===== config.mk =====
export PLATFORM = sky130hd
export DESIGN_NAME = vsm_in_register_flat
export DESIGN_NICKNAME = d
export VERILOG_FILES = /design/src/rtl/vsm_in_register_if.sv /design/src/rtl/vsm_in_register.sv /design/src/flat_wrapper.sv
export SDC_FILE = /design/constraint.sdc
export NUM_CORES = 1
export LEC_CHECK = 0
export ABC_AREA = 1
export CAP_MARGIN = 20
export CORE_MARGIN = 4
export CORE_UTILIZATION = 35
export DETAILED_ROUTE_END_ITERATION = 10
export PLACE_DENSITY = 0.7
export SETUP_SLACK_MARGIN = 0.4
export SLEW_MARGIN = 20
export SYNTH_ARGS = -nofsm -noshare
export SYNTH_HDL_FRONTEND = slang
export SYNTH_SLANG_ARGS = --single-unit

===== constraint.sdc =====
create_clock -name MainClock -period 1.83 [get_ports MainClock]
set_clock_uncertainty 0.2 [all_clocks]
set_input_delay 0.366 -clock MainClock [delete_from_list [all_inputs] [get_ports MainClock]]
set_output_delay 0.366 -clock MainClock [all_outputs]
set_load 0.02 [all_outputs]

===== src/rtl/vsm_in_register_if.sv =====
// vsm_in_register_if
//   Groups the pin-side and bus-side signals of the VSM input register.
//   The master modport is the environment (external device plus controller).
//   The slave modport is the register itself.
//
// Signals
//   In        device -> reg   data pins, sampled on the push cycle
//   InStrobe  device -> reg   asynchronous strobe; a rising edge means new data
//   ReadIn    ctrl   -> reg   read request, synchronous to MainClock
//   ClrErr    ctrl   -> reg   clears the sticky Overrun flag
//   IB_out    reg    -> bus   FIFO head while IB_oe=1, otherwise 0
//   IB_oe     reg    -> bus   bus drive enable
//   InReady   reg    -> ctrl  FIFO not empty (registered)
//   Overrun   reg    -> ctrl  sticky flag: a strobe arrived while the FIFO was full
//   Count     reg    -> ctrl  number of entries held
//
// Handshake: a read completes at the rising clock edge that ends a cycle in
// which IB_oe=1. IB_oe is ReadIn qualified by InReady. ReadIn while empty is
// ignored.
interface vsm_in_register_if #(
  parameter int WIDTH = 4,
  parameter int DEPTH = 2
);
  logic [WIDTH-1:0]         In;
  logic                     InStrobe;
  logic                     ReadIn;
  logic                     ClrErr;
  logic [WIDTH-1:0]         IB_out;
  logic                     IB_oe;
  logic                     InReady;
  logic                     Overrun;
  logic [$clog2(DEPTH):0]   Count;

  modport master (
    output In, InStrobe, ReadIn, ClrErr,
    input  IB_out, IB_oe, InReady, Overrun, Count
  );

  modport slave (
    input  In, InStrobe, ReadIn, ClrErr,
    output IB_out, IB_oe, InReady, Overrun, Count
  );
endinterface


===== src/rtl/vsm_in_register.sv =====
// vsm_in_register
//   Captures a nibble from external pins on an asynchronous strobe. The
//   nibble is queued in a small circular FIFO. It is driven onto the internal
//   bus IB when the controller asserts ReadIn.
//
// Ports
//   MainClock     system clock; all state updates on its rising edge
//   invMainReset  synchronous reset, active low
//   bus           vsm_in_register_if.slave (pins, read request, bus, status)
module vsm_in_register #(
  parameter int WIDTH       = 4,
  parameter int DEPTH       = 2,
  parameter int SYNC_STAGES = 2
) (
  input  logic              MainClock,
  input  logic              invMainReset,
  vsm_in_register_if.slave  bus
);

  localparam int AW = $clog2(DEPTH);
  localparam int CW = $clog2(DEPTH) + 1;

  logic [SYNC_STAGES-1:0] sync_q, sync_d;
  logic                   edge_q;
  logic [WIDTH-1:0]       mem_q [DEPTH];
  logic [AW-1:0]          rd_ptr_q, rd_ptr_d;
  logic [AW-1:0]          wr_ptr_q, wr_ptr_d;
  logic [CW-1:0]          count_q, count_d;
  logic                   in_ready_q, in_ready_d;
  logic                   overrun_q, overrun_d;

  logic push_req, full, pop, push, overrun_set, ib_oe;

  always_comb begin
    sync_d      = {sync_q[SYNC_STAGES-2:0], bus.InStrobe};
    // One request per strobe rise, however long the strobe stays high.
    push_req    = sync_q[SYNC_STAGES-1] & ~edge_q;
    full        = (count_q == CW'(DEPTH));
    pop         = bus.ReadIn & in_ready_q;
    // A full FIFO still accepts a push when a pop frees a slot at the same edge.
    push        = push_req & (~full | pop);
    overrun_set = push_req & full & ~pop;

    rd_ptr_d = pop  ? rd_ptr_q + AW'(1) : rd_ptr_q;
    wr_ptr_d = push ? wr_ptr_q + AW'(1) : wr_ptr_q;

    count_d = count_q;
    case ({push, pop})
      2'b10:   count_d = count_q + CW'(1);
      2'b01:   count_d = count_q - CW'(1);
      default: count_d = count_q;
    endcase
    in_ready_d = (count_d != '0);

    // A new overrun takes priority over a clear in the same cycle.
    overrun_d = overrun_q;
    if (overrun_set)     overrun_d = 1'b1;
    else if (bus.ClrErr) overrun_d = 1'b0;
  end

  always_ff @(posedge MainClock) begin
    if (!invMainReset) begin
      sync_q     <= '0;
      edge_q     <= 1'b0;
      rd_ptr_q   <= '0;
      wr_ptr_q   <= '0;
      count_q    <= '0;
      in_ready_q <= 1'b0;
      overrun_q  <= 1'b0;
      for (int i = 0; i < DEPTH; i++) mem_q[i] <= '0;
    end else begin
      sync_q     <= sync_d;
      edge_q     <= sync_q[SYNC_STAGES-1];
      rd_ptr_q   <= rd_ptr_d;
      wr_ptr_q   <= wr_ptr_d;
      count_q    <= count_d;
      in_ready_q <= in_ready_d;
      overrun_q  <= overrun_d;
      if (push) mem_q[wr_ptr_q] <= bus.In;
    end
  end

  assign ib_oe       = bus.ReadIn & in_ready_q;
  assign bus.IB_oe   = ib_oe;
  assign bus.IB_out  = ib_oe ? mem_q[rd_ptr_q] : '0;
  assign bus.InReady = in_ready_q;
  assign bus.Overrun = overrun_q;
  assign bus.Count   = count_q;

endmodule


===== src/flat_wrapper.sv =====
// flat-port wrapper written by rule: the top's interface ports become plain ports
module vsm_in_register_flat 
#(
  parameter int WIDTH       = 4,
  parameter int DEPTH       = 2,
  parameter int SYNC_STAGES = 2
)
  (MainClock, invMainReset, bus_In, bus_InStrobe, bus_ReadIn, bus_ClrErr, bus_IB_out, bus_IB_oe, bus_InReady, bus_Overrun, bus_Count);
  vsm_in_register_if #(.WIDTH(WIDTH), .DEPTH(DEPTH)) bus_i ();
  input  logic MainClock;
  input  logic invMainReset;
  input wire logic [$bits(bus_i.In)-1:0] bus_In;
  input wire logic [$bits(bus_i.InStrobe)-1:0] bus_InStrobe;
  input wire logic [$bits(bus_i.ReadIn)-1:0] bus_ReadIn;
  input wire logic [$bits(bus_i.ClrErr)-1:0] bus_ClrErr;
  output wire logic [$bits(bus_i.IB_out)-1:0] bus_IB_out;
  output wire logic [$bits(bus_i.IB_oe)-1:0] bus_IB_oe;
  output wire logic [$bits(bus_i.InReady)-1:0] bus_InReady;
  output wire logic [$bits(bus_i.Overrun)-1:0] bus_Overrun;
  output wire logic [$bits(bus_i.Count)-1:0] bus_Count;
  assign bus_i.In = bus_In;
  assign bus_i.InStrobe = bus_InStrobe;
  assign bus_i.ReadIn = bus_ReadIn;
  assign bus_i.ClrErr = bus_ClrErr;
  assign bus_IB_out = bus_i.IB_out;
  assign bus_IB_oe = bus_i.IB_oe;
  assign bus_InReady = bus_i.InReady;
  assign bus_Overrun = bus_i.Overrun;
  assign bus_Count = bus_i.Count;
  vsm_in_register #(.WIDTH(WIDTH), .DEPTH(DEPTH), .SYNC_STAGES(SYNC_STAGES)) u_core (.MainClock(MainClock), .invMainReset(invMainReset), .bus(bus_i));
endmodule

# Yosys cells after proc, flatten, opt, wreduce, memory -nomap -nowiden
# Memories as Yosys holds them, arrays and structs flattened. A register that Yosys moved wholly into a read port is not among the register bits.
# Index checks and enable logic that the tools add are counted.
[classes]
n_addsub = 4
mul = 0
n_div = 0
n_lt_le_gt_ge = 0
n_eq_ne = 3
shifts = 0
n_mux = 13
bitwise_logic = 9
reduce_logical = 3
[ops]
columns = ["cell", "count"]
rows = [
  ["$mux W1", 10],
  ["$mux W4", 2],
  ["$and A1 B1 Y1", 5],
  ["$eq A2 B2 Y1 const B", 2],
  ["$pmux W2 S2", 1],
  ["$reduce_bool A2 Y1", 2],
  ["$reduce_or A4 Y1", 1],
  ["$not A1 Y1", 3],
  ["$add A1 B1 Y1 const B", 2],
  ["$add A2 B1 Y2 const B", 1],
  ["$eq A2 B1 Y1 const B", 1],
  ["$sub A2 B1 Y2 const B", 1],
  ["$or A1 B1 Y1", 1],
]
[word_totals]
ff_bits = 9
latchBits = 0
ramBits = 8
rom_bits = 0
inputBits = 9
n_memories = 1
[mem_list]
columns = ["name", "words", "word_bits", "read_ports", "rd_clocked_by_memory_dff", "wr", "line", "text"]
rows = [
  ["u_core.mem_q", 2, 4, 1, 1, 2, "vsm_in_register.sv:25", "logic [WIDTH-1:0] mem_q [DEPTH];"],
]

# Logic depth before layout (Yosys ltp)
# Gate-level depths: netlist of run 1.
[logic_depth]
word_depth = 9
depth_mapped = 7

# Least setup slack after synthesis of run 1
# No wires, ideal clock.
[synth_path]
kind = "register to output"
start = "register u_core.in_ready_q (netlist: u_core.bus.InReady)"
end = "output port bus_IB_out[0]"
t_arrival_ns = 1.096
slack_ns = 0.168
path_stages_with_launch = 4
path_buffers = 1
cell_sequence = "dfxtp_1 nand2_1 buf_6 a21oi_1"
[synth_via]
elab_chain_len = 2
[synth_rtl]
columns = ["element", "line", "text"]
rows = [
  ["start: declaration", "vsm_in_register.sv:29", "logic in_ready_q, in_ready_d;"],
  ["start signal: assignment", "vsm_in_register.sv:77", "in_ready_q <= in_ready_d;"],
  ["$and A1 B1 Y1", "vsm_in_register.sv:83", "assign ib_oe = bus.ReadIn & in_ready_q;"],
  ["$mux W4", "vsm_in_register.sv:85", "assign bus.IB_out = ib_oe ? mem_q[rd_ptr_q] : '0;"],
  ["end: declaration", "flat_wrapper.sv:16", "output wire logic [$bits(bus_i.IB_out)-1:0] bus_IB_out;"],
]
# Every way passes these cells.

==> results of run 1 <==
[metrics by stage]
stage / util (%) / instances / setup WS [ns] / hold slack (ns)
after floorplan: - / 92 / 0.400 / 0.190
after global placement: 50.2 / 138 / -0.431 / 0.198
after detailed placement: 50.2 / 138 / -0.447 / 0.205
after CTS: 50.7 / 142 / 0.213 / 0.228
after global routing: 51.5 / 142 / 0.169 / 0.245
final: 51.5 / 142 / 0.220 / 0.224
[state kept, by name (all words and copies together) (netlist names), named ones only]
register	flops
u_core.bus.Overrun	1
u_core.bus.InReady	1
u_core.mem_q	8
u_core.wr_ptr_q	1
u_core.bus.Count	2
u_core.edge_q	1
u_core.sync_q	2
u_core.rd_ptr_q	1
[power by group through the flow]
stage | combinational [mW] | clock, mW | sequential [mW]
floorplan | 0.106 | 0 | 0.495
global placement | 0.192 | 0 | 0.482
detailed placement | 0.196 | 0 | 0.483
CTS | 0.187 | 0.205 | 0.477
global route | 0.209 | 0.218 | 0.484
finish | 0.189 | 0.201 | 0.479
[cells by family (layout without fill, tap and decap cells)]
logic type	after synthesis	in the layout
xor gates and xnor gates	1	1
DFF	18	18
and+or+nand+nor	46	46
AOI/OAI and AO/OA	8	8
buffers and inverters	19	42
[layout make-up]
type,instances,area (um2),share of cell area [%]
flip-flops and latches,18,449,42.3
multi-input cells,55,312,29.3
repair buffers,21,175,16.5
inverters,17,66.3,6.24
well taps,27,33.8,3.18
clock buffers,3,22.5,2.12
clock inverters,1,3.75,0.353
[timing repair]
item / in CTS / in global routing
endpoints found under the hold margin: 0 / 0
gates resized for setup: 48 / 6
endpoints found under the setup margin: 29 / 24
pin swaps: 1 / 1
[final timing paths]
check                          start                 end  slack [ns]
setup reg to reg  u_core.bus.InReady  u_core.mem_q[1][0]        0.28
setup / recovery                flop       bus_IB_out[1]        0.22
hold reg to reg     u_core.sync_q[0]    u_core.sync_q[1]        0.22
hold / removal      u_core.sync_q[0]    u_core.sync_q[1]        0.22
[layout by cell type (no fill, tap or decap)]
cell type,count
xor2_1,1
a21oi_1,1
nand3_2,1
nand2_1,18
a21oi_2,4
nand3_1,9
dlygate4sd2_1,1
clkdlybuf4s50_1,7
nand2_2,2
buf_6,1
dfxtp_2,1
inv_1,16
nand2_4,3
nor2_2,1
dfxtp_4,2
nand3b_4,1
buf_2,2
clkbuf_4,3
a21oi_4,1
dfxtp_1,7
inv_4,1
o21ai_0,2
clkinv_1,1
nor2_1,11
edfxtp_1,8
buf_4,10
[worst min-delay path, delay by kind of cell (launching register included)]
| family | cells | cell delay, ns |
|---|---|---|
| buffers and inverters | 1 | 0.03 |
| DFF | 1 | 0.31 |
| and+or+nand+nor | 1 | 0.05 |
[routing by layer]
layer	routed length [um]	up-vias	share of wire, %	GRT usage (%)
li1	-	329	-	-
met1	626	278	45	12.8
met2	674	12	48	16.2
met3	51	4	3.7	1.62
met4	38	0	2.7	7.29
met5	0	-	0	0
==> out/qor.txt, run 1 <==
SETUP PATH
--------------------------------------------------------------------------------------
Maximum fanout count along the critical path ............................            5
Crit path DAT ...........................................................      1.04 ns
Family of cells with the greatest summed delay on the critical path .....   flip-flops
Longest individual stage delay on the worst path ........................      0.38 ns
Critical path type ......................................................      reg2out
CP bufs+invs ............................................................            2
Slowest cell on the critical path .......................................      dfxtp_4
Worst Setup End Kind ....................................................   output pin
Worst-case reg-to-reg path depth ........................................            6
Cells along the critical path ........................................... inv_4 > nand2_1 > a21oi_2 > buf_4
Critical Path Stages ....................................................            4
Data required time of the critical path .................................      1.26 ns
Sort of element at the start of the critical path .......................         flop

CLOCK TREE
--------------------------------------------------------------------------------------
CTS clock-pin slew for the worst setup and hold paths ...................      0.10 ns
Setup Buffers After CTS .................................................            0
Number of H-tree levels .................................................            1
CTS root buf ............................................................     clkbuf_4
Clock tree buffer depth .................................................            2
Hold_buf cts ............................................................            0
CTS sink cnt ............................................................           18
Clock tree from TritonCTS ...............................................          yes
Number of buffers created by CTS ........................................            3
Clock network latency to the later pin of the worst-skew pair ...........      0.29 ns

JOB
--------------------------------------------------------------------------------------
Max cap viols ...........................................................            0

YOSYS
--------------------------------------------------------------------------------------
Synthesized-area fraction occupied by and/or/nand/nor cells .............        26.7%
Number of synthesized flops with an enable pin ..........................            8
Syn_nets ................................................................          101
Cell with the most instances after synthesis ............................      nand2_1
Instance count of the mapped netlist ....................................           92
Cell area after technology mapping ......................................      792 um2
Post-Synth Adder-Cell Area ..............................................           0%
FF+latch count, synth ...................................................           18
Combinational family with the most area after synthesis ................. simple AND/OR/NAND/NOR gates
Count of warnings emitted by yosys ......................................            0
Portion of netlist area occupied by mux cells ...........................           0%
Biggest area contributors in the synthesized netlist .................... edfxtp_1 (30%), dfxtp_1 (25%), nand2_1 (10%), inv_1 (8.1%), nand3_1 (5.7%)
Fraction of the mapped netlist area in compound gates ...................        6.48%
Cell taking the most area after synthesis ...............................     edfxtp_1
Top-area cell type share of the netlist area ............................        30.3%
Synth cell types ........................................................           16
Most common library cells after synthesis ............................... nand2_1 (22), inv_1 (17), nor2_1 (11)
Async set-reset flop share out of synthesis .............................           0%
Sequential-to-total area share from yosys stat ..........................        55.6%
Share of the synthesized netlist area taken by xor and xnor gates .......        1.11%
Predominant post-synthesis flop cell ....................................      dfxtp_1
Synthesized area per cell ...............................................     8.61 um2

PWR
--------------------------------------------------------------------------------------
Cell Int Power ..........................................................     0.611 mW
Switch share ............................................................        29.6%
Share of power burned in combinational logic ............................        21.7%
Seq pwr share ...........................................................        55.2%
Post-layout power .......................................................     0.869 mW
Net switching power figure ..............................................     0.258 mW
Worst supply voltage drop on vdd ........................................     0.370 mV
Power density cells .....................................................   818 mW/mm2
Fraction of power consumed by the clock network .........................        23.1%
Static leakage power ....................................................     0.514 nW

GLOBAL ROUTE
--------------------------------------------------------------------------------------
Overflow after GRT ......................................................            0
Global router's overall resource usage ..................................        10.3%
Number of antenna violations at the first check in global routing .......            0
Number of global-route vias before repair ...............................          643
Global-route wire length before repair ..................................      2.53 mm
Largest net degree at the start of global routing .......................           11

FINISH
--------------------------------------------------------------------------------------
Number of fillers in the final layout ...................................          196
Final layout net count ..................................................          125
Cell area after layout ..................................................  0.00106 mm2
Antenna fix cells .......................................................            0
Layout cell share with drive strength beyond 1 ..........................        28.7%
Synthesis-to-layout area growth .........................................        34.1%

TIMING
--------------------------------------------------------------------------------------
Count of final hold-check violations ....................................            0
Unrepaired setup endpoints after global routing .........................          yes
Max-slew headroom .......................................................        86.6%
Clock period minus worst slack ..........................................      1.61 ns
Least-Margin Pin Slew ...................................................     0.200 ns
F_max ...................................................................      621 MHz
Post-route clock period utilization .....................................        88.0%
Number of pins with negative max-slew slack in the final report .........            0
Final setup violation count .............................................            0
Setup total negative slack ..............................................         0 ns

ROUTING
--------------------------------------------------------------------------------------
Vias per cell ...........................................................         4.39
Count of unresolved DRC violations after routing ........................            0
Antenna-violating nets left .............................................            0
Vias after detailed routing .............................................          623
Wire length per cell ....................................................      9.79 um
Total detailed-routing wirelength .......................................      1.39 mm
First DRT Iteration DRCs ................................................           18
Pre-Repair DR Iteration Count ...........................................            3

FLOORPLANNING
--------------------------------------------------------------------------------------
Placeable Area ..........................................................  0.00206 mm2
# IOs ...................................................................           18
Starting density of the core ............................................        38.4%
Die X-Extent ............................................................      55.6 um
Vertical die dimension ..................................................      55.6 um
Die area ................................................................  0.00309 mm2
Number of placement rows ................................................           16

MIN PATH
--------------------------------------------------------------------------------------
Cell count of the worst hold path .......................................            2
Min-delay worst type ....................................................      reg2reg

PLACEMENT
--------------------------------------------------------------------------------------
Placed standard-cell area ...............................................  0.00103 mm2
Weighted congestion reported at the end of routability-driven placement .        0.768
Port bufs ...............................................................           17
Estimated wirelength of the detail-placed design ........................      1.11 mm

RUN STATUS
--------------------------------------------------------------------------------------
Run status .............................................................. finished, final reports clean

Note: power is estimated with default switching activity, not from simulation.
==> run 2, diff against run 1 <==
--- a/config.mk
+++ b/config.mk
@@ -12,7 +12,7 @@
 export DETAILED_ROUTE_END_ITERATION = 10
 export PLACE_DENSITY = 0.7
 export SETUP_SLACK_MARGIN = 0.4
-export SLEW_MARGIN = 20
+export SLEW_MARGIN = 15
 export SYNTH_ARGS = -nofsm -noshare
 export SYNTH_HDL_FRONTEND = slang
 export SYNTH_SLANG_ARGS = --single-unit
==> results of run 2 <==
No change in the layout: final DEF, timing and power equal those of run 1.
==> run 3, diff against run 2 <==
--- a/config.mk
+++ b/config.mk
@@ -7,7 +7,7 @@
 export LEC_CHECK = 0
 export ABC_AREA = 1
 export CAP_MARGIN = 20
-export CORE_MARGIN = 4
+export CORE_MARGIN = 2
 export CORE_UTILIZATION = 35
 export DETAILED_ROUTE_END_ITERATION = 10
 export PLACE_DENSITY = 0.7
==> out/qor.txt, run 3 (same netlist as run 1, synthesis figures left out) <==
ROUTING
--------------------------------------------------------------------------------------
Count of unresolved DRC violations after routing ........................            0   unchanged
Vias per cell ...........................................................         4.46   +1.7%
Total detailed-routing wirelength .......................................      1.44 mm   +3.6%
Pre-Repair DR Iteration Count ...........................................            4   +1
Wire length per cell ....................................................      9.80 um   about the same
Vias after detailed routing .............................................          656   +5.3%
Antenna-violating nets left .............................................            0   unchanged
First DRT Iteration DRCs ................................................            6   -12

FINISH
--------------------------------------------------------------------------------------
Cell area after layout ..................................................  0.00118 mm2   +11%
Most frequent standard cell in the layout excluding fill and tap cells ..      nand2_1
Commonest cells after routing, fill and taps aside ...................... nand2_1 (18), inv_1 (15), nand3_1 (9), buf_4 (9), edfxtp_1 (8)
Number of fillers in the final layout ...................................          206   +5.1%
Layout cell share with drive strength beyond 1 ..........................        40.3%   +12 points
Synthesis-to-layout area growth .........................................        48.5%
Final layout net count ..................................................          129   +3.2%
Antenna fix cells .......................................................            0   unchanged
Register ranked first by flip-flop count ................................ u_core.mem_q
Flip-flop count of the largest register, all copies and words added .....            8   unchanged

GLOBAL ROUTE
--------------------------------------------------------------------------------------
Global-route wire length before repair ..................................      2.29 mm   -9.6%
Met2 capacity usage during global routing ...............................        19.4%   +3.2 points
Largest net degree at the start of global routing .......................           11   unchanged
Overflow after GRT ......................................................            0   unchanged
Number of antenna violations at the first check in global routing .......            0   unchanged
GR Util met1 ............................................................        14.2%   +1.4 points
Global router's overall resource usage ..................................        11.5%   +1.2 points
Met3 Track Usage GR .....................................................        2.87%   +1.2 points
Number of global-route vias before repair ...............................          581   -9.6%
Most used routing layer .................................................         met2

PWR
--------------------------------------------------------------------------------------
Static leakage power ....................................................     0.538 nW   +4.7%
Power density cells .....................................................   761 mW/mm2   -7.0%
Share of power burned in combinational logic ............................        24.4%   +2.7 points
Switch share ............................................................        29.8%   +0.14 points
Cell Int Power ..........................................................     0.628 mW   +2.8%
Net switching power figure ..............................................     0.267 mW   +3.5%
Worst supply voltage drop on vdd ........................................     0.563 mV   +52%
Fraction of power consumed by the clock network .........................        22.0%   -1.1 points
Seq pwr share ...........................................................        53.7%   -1.5 points

FLOORPLANNING
--------------------------------------------------------------------------------------
Vertical die dimension ..................................................      51.6 um   -7.2%
Placeable Area ..........................................................  0.00217 mm2   +5.2%
Number of placement rows ................................................           17   +1
Die area ................................................................  0.00266 mm2   -14%
# IOs ...................................................................           18   unchanged
Die X-Extent ............................................................      51.6 um   -7.2%
Starting density of the core ............................................        36.5%   -1.9 points

CLOCK TREE
--------------------------------------------------------------------------------------
Clock tree from TritonCTS ...............................................          yes
CTS sink cnt ............................................................           18   unchanged
CTS root buf ............................................................     clkbuf_4
Clock network latency to the later pin of the worst-skew pair ...........      0.29 ns   about the same
Clock tree buffer depth .................................................            2   unchanged
Hold_buf cts ............................................................            0   unchanged
Number of buffers created by CTS ........................................            3   unchanged
CTS clock-pin slew for the worst setup and hold paths ...................      0.10 ns   about the same
Number of H-tree levels .................................................            1   unchanged

SETUP PATH
--------------------------------------------------------------------------------------
Critical path type ......................................................      reg2out
Worst Setup End Kind ....................................................   output pin
Cells along the critical path ........................................... inv_4 > nand2_1 > a21oi_2 > buf_4
Maximum fanout count along the critical path ............................            5   unchanged
Family of cells with the greatest summed delay on the critical path .....   flip-flops
Slowest cell on the critical path .......................................      dfxtp_4
Longest individual stage delay on the worst path ........................      0.38 ns   about the same
Sort of element at the start of the critical path .......................         flop
Crit path DAT ...........................................................      1.04 ns   about the same
CP bufs+invs ............................................................            2   unchanged
Data required time of the critical path .................................      1.26 ns   about the same

TIMING
--------------------------------------------------------------------------------------
Max-slew headroom .......................................................        84.9%   -1.7 points
Unrepaired setup endpoints after global routing .........................          yes
Setup slack of the critical path after layout ...........................     0.222 ns   +0.00222 ns
Setup total negative slack ..............................................         0 ns   unchanged
Clock period minus worst slack ..........................................      1.61 ns   -0.00222 ns
Final setup violation count .............................................            0   unchanged
Least-Margin Pin Slew ...................................................     0.226 ns   +0.0254 ns
Post-route clock period utilization .....................................        87.8%   -0.12 points
F_max ...................................................................      622 MHz   +0.14%
Number of pins with negative max-slew slack in the final report .........            0   unchanged
Count of final hold-check violations ....................................            0   unchanged

PLACEMENT
--------------------------------------------------------------------------------------
Estimated wirelength of the detail-placed design ........................      1.02 mm   -8.0%
Placed standard-cell area ...............................................  0.00104 mm2   +0.85%
Worst Setup Slack post-DPL ..............................................    -0.466 ns   -0.0189 ns
Port bufs ...............................................................           17   unchanged
Weighted congestion reported at the end of routability-driven placement .        0.733   -4.6%

RUN STATUS
--------------------------------------------------------------------------------------
Run status .............................................................. finished, final reports clean

JOB
--------------------------------------------------------------------------------------
Max cap viols ...........................................................            0   unchanged

MIN PATH
--------------------------------------------------------------------------------------
Min-delay worst type ....................................................      reg2reg

[run 3: path summary, 6_finish.rpt]
check / start / to / slack, ns / cells after the start
worst min-delay path: u_core.sync_q[0] / u_core.sync_q[1] / 0.23 / 2
worst min register to register: u_core.sync_q[0] / u_core.sync_q[1] / 0.23 / 2
worst max register to register: u_core.bus.InReady / u_core.mem_q[0][2] / 0.30 / 6
worst max-delay path: flop / bus_IB_out[3] / 0.22 / 4
[run 3: layout make-up]
type | instances | area [um2] | area share [%]
clock inverters | 1 | 3.75 | 0.319
repair buffers | 25 | 218 | 18.5
flip-flops and latches | 18 | 450 | 38.3
well taps | 28 | 35.0 | 2.98
clock buffers | 3 | 22.5 | 1.91
multi-input cells | 55 | 378 | 32.1
inverters | 17 | 68.8 | 5.85
[run 3: stage by stage]
step                      instances  power [mW]  hold slack [ns]  util (%)
after floorplan                  92       0.601            0.190         -
after global placement          140       0.676            0.199      48.1
after detailed placement        140       0.680            0.208      48.1
after CTS                       144       0.868            0.230      48.4
after global routing            147       0.946            0.261      54.2
final                           147       0.895            0.231      54.2
[run 3: routing by layer]
layer	up-vias	routed length, um
met2	15	767
met3	0	75
met5	-	0
met4	0	0
li1	341	-
met1	300	597
[run 3: power groups by stage]
stage                     clock [mW]  combinational, mW  sequential [mW]
after floorplan                    0              0.106            0.495
after global placement             0              0.194            0.482
after detailed placement           0              0.197            0.483
after CTS                      0.204              0.187            0.477
after global routing           0.222              0.238            0.486
final                          0.196              0.218            0.480
[run 3: worst min-delay path: cells and delay by family, from the launching register on]
kind	cells	cell delay, ns
flops	1	0.32
buf+inv	1	0.03
simple gates	1	0.06
[run 3: timing repair]
action | in CTS | in global routing
resized for setup | 47 | 31
buffers inserted | 0 | 3
pin swaps | 1 | 6
setup endpoints to repair | 29 | 24
gates cloned | 0 | 0
==> edit, RTL diff (config.mk and constraints of run 3) <==
Reset style: asynchronous (`invMainReset`), changed in one clocked block. Comments in the files are not updated.
--- a/src/rtl/vsm_in_register.sv
+++ b/src/rtl/vsm_in_register.sv
@@ -58,7 +58,7 @@
     else if (bus.ClrErr) overrun_d = 1'b0;
   end
 
-  always_ff @(posedge MainClock) begin
+  always_ff @(posedge MainClock or negedge invMainReset) begin
     if (!invMainReset) begin
       sync_q     <= '0;
       edge_q     <= 1'b0;
Check against the original RTL: differs if invMainReset is asserted again (counterexample within 4 cycles, from zero or initial values and one cycle with invMainReset low); with invMainReset held inactive, the same outputs for 10 cycles.
==> edit against run 3 <==
  * Cell area increased by 3.0%
  * Register-to-register slack improved by 0.07 ns
  * Sequential cell count decreased by 1
  * Via count decreased by 1.7%
  * Wire length increased by 12%
  * Synthesized area decreased by 3.9%
  * Setup slack got worse by 0.15 ns
  * Largest cell class unchanged
Power is not compared: it rests on default switching activity, and its combinational part moved more than twofold at a synthesized area within 25%.
==> edit: results (changes against run 3) <==
| Metric | Value |
|---|---|
| Outcome | completed |
| Net Count, Synth | 94 (-6.9%) |
| Met3 WL | 28 µm (-63%) |
| GPL Wtd Cong | 0.737 (+0.55%) |
| Crit path arrival time | 1.19 ns (+0.15 ns) |
| Slowest CP cell | dfrtp_2 |
| GR Layer Usage met1 | 0.175 (+0.0326) |
| XOR/XNOR Fraction of Synth Area | 0.0115 (+0.000455) |
| Area after DPL | 1080 µm² (+4.0%) |
| Post-synth top cells | 25 x nand2_1, 17 x dfrtp_1, 12 x inv_1, 12 x o21ai_0, 5 x a21oi_1 |
| Netlist cell types | 15 (-1) |
| First-pass GRT wire length | 2.53 mm (+11%) |
| WL/cell | 11.2 µm (+14%) |
| Sequential share of the synthesized area | 0.559 (+0.00313) |
| Commonest register cell after synthesis | dfrtp_1 |
| DP HPWL | 1.16 mm (+14%) |
| Top cells by area, synth | dfrtp_1 56%, nand2_1 12%, o21ai_0 7.9% |
| CP Capture Point | bus_IB_out[0] |
| CP Max Fanout | 6 (+1) |
| Hold depth | 0 (-2) |
| Drt total wl | 1.61 mm (+12%) |
| Met2 usage | 0.211 (+0.0161) |
| Reg2reg setup slack | 0.37 ns (+0.07 ns) |
| Mean post-synth cell area | 8.95 µm² (+4.0%) |
| Number of global-route vias before repair | 588 (+1.2%) |
| M3 GR Usage | 0.0268 (-0.00195) |
| Hold Startpoint | u_core.sync_q[0]$_DFF_PN0_ |
| Inst Count DP | 135 (-3.6%) |
| DR WL met2 | 814 µm (+6.1%) |
## edit: changes by cell type after synthesis, moves of 3 or more
cell and change:
nor2_1 -10, inv_1 -5, dfxtp_1 -10, edfxtp_1 -8, dfrtp_1 +17, nand3_1 -6, nand2_1 +3, o21ai_0 +10
## edit: stage by stage
| step | worst slack (ns) | setup TNS (ns) | util | total power (W) | hold slack, ns |
|---|---|---|---|---|---|
| after global placement | -0.538 | -2.57 | 0.542 | 0.00146 | 0.142 |
| after detailed placement | -0.552 | -2.83 | 0.542 | 0.00148 | 0.146 |
| after global routing | 0.0232 | 0 | 0.605 | 0.00197 | 0.177 |
| final | 0.0729 | 0 | 0.605 | 0.00185 | 0.161 |
| after CTS | 0.0584 | 0 | 0.564 | 0.00173 | 0.168 |
| after floorplan | 0.400 | 0 | - | 0.00116 | -0.130 |
## edit: what timing repair did
| action | CTS | global route |
|---|---|---|
| endpoints found under the hold margin | 0 | 0 |
| buffers inserted | 3 | 2 |
| pin swaps | 1 | 3 |
| endpoints found under the setup margin | 20 | 17 |
| gates resized for setup | 50 | 17 |
## edit: layout make-up
cell class                      instances  area (µm²)
Clock buffer                            4        26.3
Fill cell                             167         791
Inverter                               14        62.6
Multi-Input combinational cell         54         395
Sequential cell                        17         428
Tap cell                               27        33.8
Timing Repair Buffer                   28         265
## edit: power groups by stage
stage / combinational [W] / clock (W) / sequential [W]
CTS: 0.000888 / 0.000202 / 0.000639
global route: 0.00108 / 0.000224 / 0.000673
floorplan: 0.000459 / 0 / 0.000704
global placement: 0.000796 / 0 / 0.000665
finish: 0.00100 / 0.000194 / 0.000655
detailed placement: 0.000813 / 0 / 0.000670
